[src/rtl/cpu_defs.sv]
// rtl/cpu_defs.sv - shared control-state encodings and opcode constants
// Used by the state sequencer and by the output-function decoder that
// consumes its state output. No ports.
package cpu_defs;

  // Control states. All eight 3-bit codes are assigned.
  localparam logic [2:0] S_IF   = 3'b000;
  localparam logic [2:0] S_ID   = 3'b001;
  localparam logic [2:0] S_AEXE = 3'b110;
  localparam logic [2:0] S_BEXE = 3'b101;
  localparam logic [2:0] S_CEXE = 3'b010;
  localparam logic [2:0] S_MEM  = 3'b011;
  localparam logic [2:0] S_AWB  = 3'b111;
  localparam logic [2:0] S_CWB  = 3'b100;

  // Opcodes (IR[31:26]).
  localparam logic [5:0] OP_ADD  = 6'b000000;
  localparam logic [5:0] OP_SUB  = 6'b000001;
  localparam logic [5:0] OP_OR   = 6'b010000;
  localparam logic [5:0] OP_SW   = 6'b110000;
  localparam logic [5:0] OP_LW   = 6'b110001;
  localparam logic [5:0] OP_BEQ  = 6'b110100;
  localparam logic [5:0] OP_J    = 6'b111000;
  localparam logic [5:0] OP_HALT = 6'b111111;

  // True for every opcode the machine implements.
  function automatic logic op_known(input logic [5:0] op);
    case (op)
      OP_ADD, OP_SUB, OP_OR, OP_SW, OP_LW, OP_BEQ, OP_J, OP_HALT: op_known = 1'b1;
      default:                                                     op_known = 1'b0;
    endcase
  endfunction

endpackage

[src/rtl/state_sequencer.sv]
// rtl/state_sequencer.sv - multicycle CPU control state sequencer
// Ports:
//   CLK        in   clock, all state updates on rising edge
//   Reset      in   asynchronous active-high reset
//   opcode     in   IR[31:26], sampled only in ID and MEM
//   state      out  registered control state
//   halted     out  sticky, set when a halt leaves ID
//   illegal    out  sticky, set when an undefined opcode leaves ID
//   retire     out  combinational pulse in the last cycle of an instruction
//   cycle_cnt  out  cycles since reset while not halted
//   instr_cnt  out  retired instructions since reset
module state_sequencer
  import cpu_defs::*;
#(
  parameter int CNT_W = 32
) (
  input  logic             CLK,
  input  logic             Reset,
  input  logic [5:0]       opcode,
  output logic [2:0]       state,
  output logic             halted,
  output logic             illegal,
  output logic             retire,
  output logic [CNT_W-1:0] cycle_cnt,
  output logic [CNT_W-1:0] instr_cnt
);

  localparam logic [CNT_W-1:0] ONE = {{(CNT_W-1){1'b0}}, 1'b1};

  logic [2:0] next_state;

  always_comb begin
    next_state = S_IF;
    case (state)
      S_IF:   next_state = halted ? S_IF : S_ID;
      S_ID: begin
        case (opcode)
          OP_ADD, OP_SUB, OP_OR: next_state = S_AEXE;
          OP_BEQ:                next_state = S_BEXE;
          OP_SW, OP_LW:          next_state = S_CEXE;
          default:               next_state = S_IF;   // j, halt, undefined
        endcase
      end
      S_AEXE: next_state = S_AWB;
      S_AWB:  next_state = S_IF;
      S_BEXE: next_state = S_IF;
      S_CEXE: next_state = S_MEM;
      S_MEM:  next_state = (opcode == OP_LW) ? S_CWB : S_IF;
      S_CWB:  next_state = S_IF;
      default: next_state = S_IF;
    endcase
  end

  // An instruction finishes in ID when it has no execute phase, and an
  // sw finishes in MEM since it has no write-back.
  always_comb begin
    retire = 1'b0;
    case (state)
      S_ID:   retire = (opcode == OP_J) || (opcode == OP_HALT) || !op_known(opcode);
      S_BEXE: retire = 1'b1;
      S_AWB:  retire = 1'b1;
      S_CWB:  retire = 1'b1;
      S_MEM:  retire = (opcode == OP_SW);
      default: retire = 1'b0;
    endcase
  end

  always_ff @(posedge CLK or posedge Reset) begin
    if (Reset) begin
      state     <= S_IF;
      halted    <= 1'b0;
      illegal   <= 1'b0;
      cycle_cnt <= '0;
      instr_cnt <= '0;
    end else begin
      state <= next_state;
      if (state == S_ID && opcode == OP_HALT) halted <= 1'b1;
      if (state == S_ID && !op_known(opcode)) illegal <= 1'b1;
      // Uses the pre-edge halted value, so the edge that sets halted
      // still counts; the counter freezes from the following edge.
      if (!halted) cycle_cnt <= cycle_cnt + ONE;
      if (retire)  instr_cnt <= instr_cnt + ONE;
    end
  end

endmodule
[config.mk]
export PLATFORM = sky130hd
export DESIGN_NAME = state_sequencer
export DESIGN_NICKNAME = d
export VERILOG_FILES = /design/src/rtl/cpu_defs.sv /design/src/rtl/state_sequencer.sv
export SDC_FILE = /design/constraint.sdc
export NUM_CORES = 1
export LEC_CHECK = 0
export ABC_AREA = 1
export CORE_MARGIN = 2
export CORE_UTILIZATION = 31
export DETAILED_ROUTE_END_ITERATION = 6
export GPL_TIMING_DRIVEN = 0
export HOLD_SLACK_MARGIN = 0.1
export PLACE_DENSITY_LB_ADDON = 0.08
export SLEW_MARGIN = 20
export SYNTH_ARGS = -nofsm -noshare
export SYNTH_HDL_FRONTEND = slang
export SYNTH_SLANG_ARGS = --single-unit
[constraint.sdc]
create_clock -name CLK -period 2.7 [get_ports CLK]
set_input_delay 0.54 -clock CLK [delete_from_list [all_inputs] [get_ports CLK]]
set_output_delay 0.54 -clock CLK [all_outputs]
set_load 0.1 [all_outputs]
# Yosys cells after proc, flatten, opt, wreduce, memory -nomap -nowiden
# Cells that the tools add are included.
[word_totals]
output_inout_bits = 70
ff_bits = 69
in_bits = 8
elab_cells = 40
[op_classes]
muxes = 7
eq_ne = 14
add_sub_neg = 2
n_reduce_logical = 12
[op_table]
columns = ["cell", "n"]
rows = [
  ["$add 32x1->32 const B", 2],
  ["$eq 6x6->1 const B", 5],
  ["$pmux 3 s6", 1],
  ["$eq 3x3->1 const B", 4],
  ["$pmux 3 s3", 1],
  ["$reduce_or 8->1", 1],
  ["$eq 3x2->1 const B", 2],
  ["$eq 6x1->1 const B", 1],
  ["$eq 6x5->1 const B", 1],
  ["$logic_not 6->1", 1],
  ["$reduce_or 3->1", 2],
  ["$eq 3x1->1 const B", 1],
  ["$logic_not 3->1", 1],
  ["$mux 1", 3],
  ["$mux 3", 1],
  ["$pmux 1 s3", 1],
  ["$logic_and 1x1->1", 2],
  ["$logic_not 1->1", 2],
  ["$logic_or 1x1->1", 2],
  ["$reduce_or 2->1", 1],
]

# Longest topological paths before layout
[logic_depth]
ltp_word = 7
depth_mapped = 10
ltp_nobuf = 10

# Worst setup path after synthesis
# Ideal clock, no wire load.
[synth_path]
path_kind = "reg-to-output"
start = "reg state[0]"
end = "out retire"
t_arrival_ns = 1.974
path_slack_ns = 0.186
stages_incl_launch_ff = 6
path_buffers = 1
t_required_ns = 2.160
path_cell_list = "dfrtp_1 > nand3_1 > nor2_1 > nand2_1 > nand2_2 > buf_2"
[synth_between]
elab_chain_cells = 3
elab_cells_between_ends = 7
classes_between = "eq/ne (5); mux (1); reduce/logical (1)"
[synth_lines]
columns = ["element", "line_no", "rtl"]
rows = [
  ["start: declaration", "state_sequencer.sv:20", "output logic [2:0] state,"],
  ["start signal: assignment", "state_sequencer.sv:76", "state <= next_state;"],
  ["$eq 3x3->1", "state_sequencer.sv:58", "case (state)"],
  ["$reduce_or 3->1 (no line)", "--", ""],
  ["$pmux 1 s3 (*)", "state_sequencer.sv:58", ""],
  ["end: declaration", "state_sequencer.sv:23", "output logic retire,"],
]
# Every way passes the cells marked *; elsewhere a longest branch is shown, timed or not.

# Worst setup path in the final report
[layout_path]
start = "reg cycle_cnt[0]"
end = "out cycle_cnt[0]"
[layout_lines]
columns = ["element", "line_no", "rtl"]
rows = [
  ["start: declaration", "state_sequencer.sv:24", "output logic [CNT_W-1:0] cycle_cnt,"],
  ["start signal: assignment", "state_sequencer.sv:81", "if (!halted) cycle_cnt <= cycle_cnt + ONE;"],
]
# No word-level cell between the ends.

==> results.json <==
{
  "synthTopCellsByCount": "267 x nand2_1, 86 x nor2_1, 69 x dfrtp_1",
  "ys.flop_type": "dfrtp_1",
  "critPathTopFamily": "buffers and inverters",
  "die_y_um": 121.2,
  "synth_area_leader_cell": "dfrtp_1",
  "yosysSeqAreaShare": 0.4058,
  "synth.most_common_cell": "nand2_1",
  "finalSetupTns_ns": 0,
  "worstPathCellList": "clkdlybuf4s50_1",
  "vias_per_cell": 4.548,
  "slew_violations": 0,
  "r2r_cells": 7,
  "synth_top_cell_area_share": 0.4058,
  "route.vias.total": 4089,
  "critPathArrivalTime_ns": 2.03,
  "place_area_sq_um": 5276,
  "relSlewSlack": 0.3187,
  "rsz0062_at_grt": "false",
  "crit_slowest_cell": "clkdlybuf4s50_1",
  "fin_skew_ns": 0.006933,
  "status": "finished clean",
  "worst-setup-path-type": "register to primary output",
  "r2r-start": "cycle_cnt[0]",
  "drive_above_1_share": 0.06362,
  "ir_drop_uv": 265.6,
  "finalSetupViolCount": 0,
  "synth_area_sq_um": 4255,
  "fin_nets": 728,
  "dpl.hpwl_um": 8917,
  "switching_share": 0.2216,
  "min_path_type": "input port to async pin",
  "syn_area_per_cell_sq_um": 6.754,
  "max_freq_mhz": 388.4,
  "rows": 42,
  "hold_violations": 0,
  "antenna_found_initial": 0,
  "htree_levels": 3,
  "ios": 78,
  "dieArea_sq_um": 14680,
  "max-cap-violations": 0,
  "syn2layout_area_growth_pct": 30.93,
  "synth-async-reset-ratio": 1.000,
  "reg2reg_slack_ns": 0.92,
  "clk_pin_slew_ns": 0.06,
  "cts_made_buffers": 9,
  "cts_sinks": 69,
  "worstReg2RegEnd": "cycle_cnt[10]",
  "power_switching_w": 0.0005128,
  "cp-end-kind": "primary output",
  "design_area_sq_um": 5572,
  "leakage_nw": 2.485,
  "tightest_slew_ns": 1.019,
  "ant_nets": 0,
  "fin_crit_sh": 0.9536,
  "fin_crit_ns": 2.575,
  "cts-root-buf": "clkbuf_16",
  "ys_types": 27,
  "coreArea_sq_um": 13350,
  "cp.required_ns": 2.16,
  "grt_overflow": 0,
  "start_util": 0.3188,
  "p_comb_frac": 0.039,
  "portBuffers": 77,
  "p_int_w": 0.001801,
  "crit_path_max_incr_delay_ns": 1.20,
  "grt_start_max_net_pins": 52,
  "drcViolationCount": 0,
  "pwr-share-clk": 0.510,
  "critPathLaunchType": "register",
  "diodes": 0,
  "fillCellCount": 1424,
  "netlist_instances": 630,
  "seq_power_share": 0.451,
  "dr.first_iter.drc_count": 243,
  "ys_warn_count": 0,
  "insertion_delay_ns": 0.34,
  "die_w_um": 121.2,
  "dr.pass1.iters": 4,
  "path_max_fanout": 5,
  "clock_path_buffers": 2,
  "synth_edf_count": 0,
  "p_per_area_nw_per_um2": 415.3,
  "syn_nets": 640,
  "cts_tree": "done",
  "yosys-top-cells-area": "dfrtp_1 41%, nand2_1 24%, nor2_1 7.6%",
  "ys_ff_latch": 69,
  "grt_use_total": 0.1661,
  "grt_pass1_wl_um": 19090,
  "place.gp.congestion": 0.8470,
  "grt_pass1_vias": 3799,
  "routedWlPerCell_um": 12.75,
  "crit_buf_inv": 1,
  "routed_wl_um": 11460
}
## power groups by stage
stage / Combinational, W / Clock, W / Sequential [W]
after floorplan: 0.0000282 / 0 / 0.00109
after global placement: 0.0000863 / 0 / 0.00106
after detailed placement: 0.0000934 / 0 / 0.00106
after CTS: 0.0000935 / 0.00121 / 0.00104
after global routing: 0.0000998 / 0.00126 / 0.00104
final: 0.0000906 / 0.00118 / 0.00104
## state kept, by name, summed over array words and instances, names as in the netlist
| register | count |
|---|---|
| instr_cnt | 32 |
| illegal | 1 |
| halted | 1 |
| cycle_cnt | 32 |
| state | 3 |
## layout make-up
class / instances / area (sq um) / area share
clock buffers: 12 / 246.5 / 0.04424
multi-input cells: 486 / 2227 / 0.3997
flip-flops and latches: 69 / 1727 / 0.3099
plain buffers: 6 / 41.29 / 0.007411
inverters: 68 / 262.8 / 0.04716
repair buffers: 78 / 799.5 / 0.1435
clock inverters: 4 / 47.55 / 0.008534
well taps: 176 / 220.2 / 0.03952
## per-layer routing
metal	routed length, um	global-route usage
met1	6076	0.2527
met2	4640	0.2321
met3	548	0.02914
met4	193	0.06250
met5	0	0
## worst max path at each step
stage,start,to,slack (ns),cells after the start
after CTS,opcode[0],retire,0.09,8
after detailed placement,opcode[0],retire,-0.88,7
after global routing,opcode[0],retire,0.08,8
after floorplan,state[0],retire,0.19,5
after global placement,Reset,instr_cnt[8],-0.96,2
final,cycle_cnt[0],cycle_cnt[0],0.13,1
## cell usage in the layout (no fill, tap or decap), types with 3 or more instances in the layout
cell type and count:
nand4_1 11, xnor2_1 14, nor2_2 8, inv_1 63
clkdlybuf4s50_1 76, xor2_1 19, nor3_1 4, nand2_4 4
nand3_1 51, clkbuf_16 9, buf_2 3, nand2_1 267
o21ai_1 3, dfrtp_1 69, o21ai_0 5, inv_2 3
nor2_1 86
## metrics by stage
step | worst slack (ns) | std cells | hold WS, ns | total power (W) | utilization
floorplan | 0.1862 | 630 | 0.7166 | 0.001116 | -
global placement | -0.9640 | 883 | 0.4810 | 0.001148 | 0.3930
detailed placement | -0.8846 | 884 | 0.4866 | 0.001155 | 0.3953
CTS | 0.08827 | 899 | 0.5061 | 0.002351 | 0.4170
global route | 0.07588 | 899 | 0.5237 | 0.002404 | 0.4174
finish | 0.1252 | 899 | 0.5045 | 0.002314 | 0.4174
## repair_timing
item,in CTS,in global routing
setup buffers,0,0
hold buffers,0,0
cloned,0,0
endpoints found under the setup margin,1,1
gates resized for setup,7,1
## cell families after synthesis
group                    count (synthesis)  share of synthesized area
AND/OR/NAND/NOR                        439                     0.4328
buffers and inverters                   75                    0.07204
flip-flops                              69                     0.4058
XOR/XNOR                                33                    0.06792
AO/OA/AOI/OAI                           12                    0.01558
adder cells (fa/ha/maj)                  2                   0.005880
(Power assumes the default switching activity.)
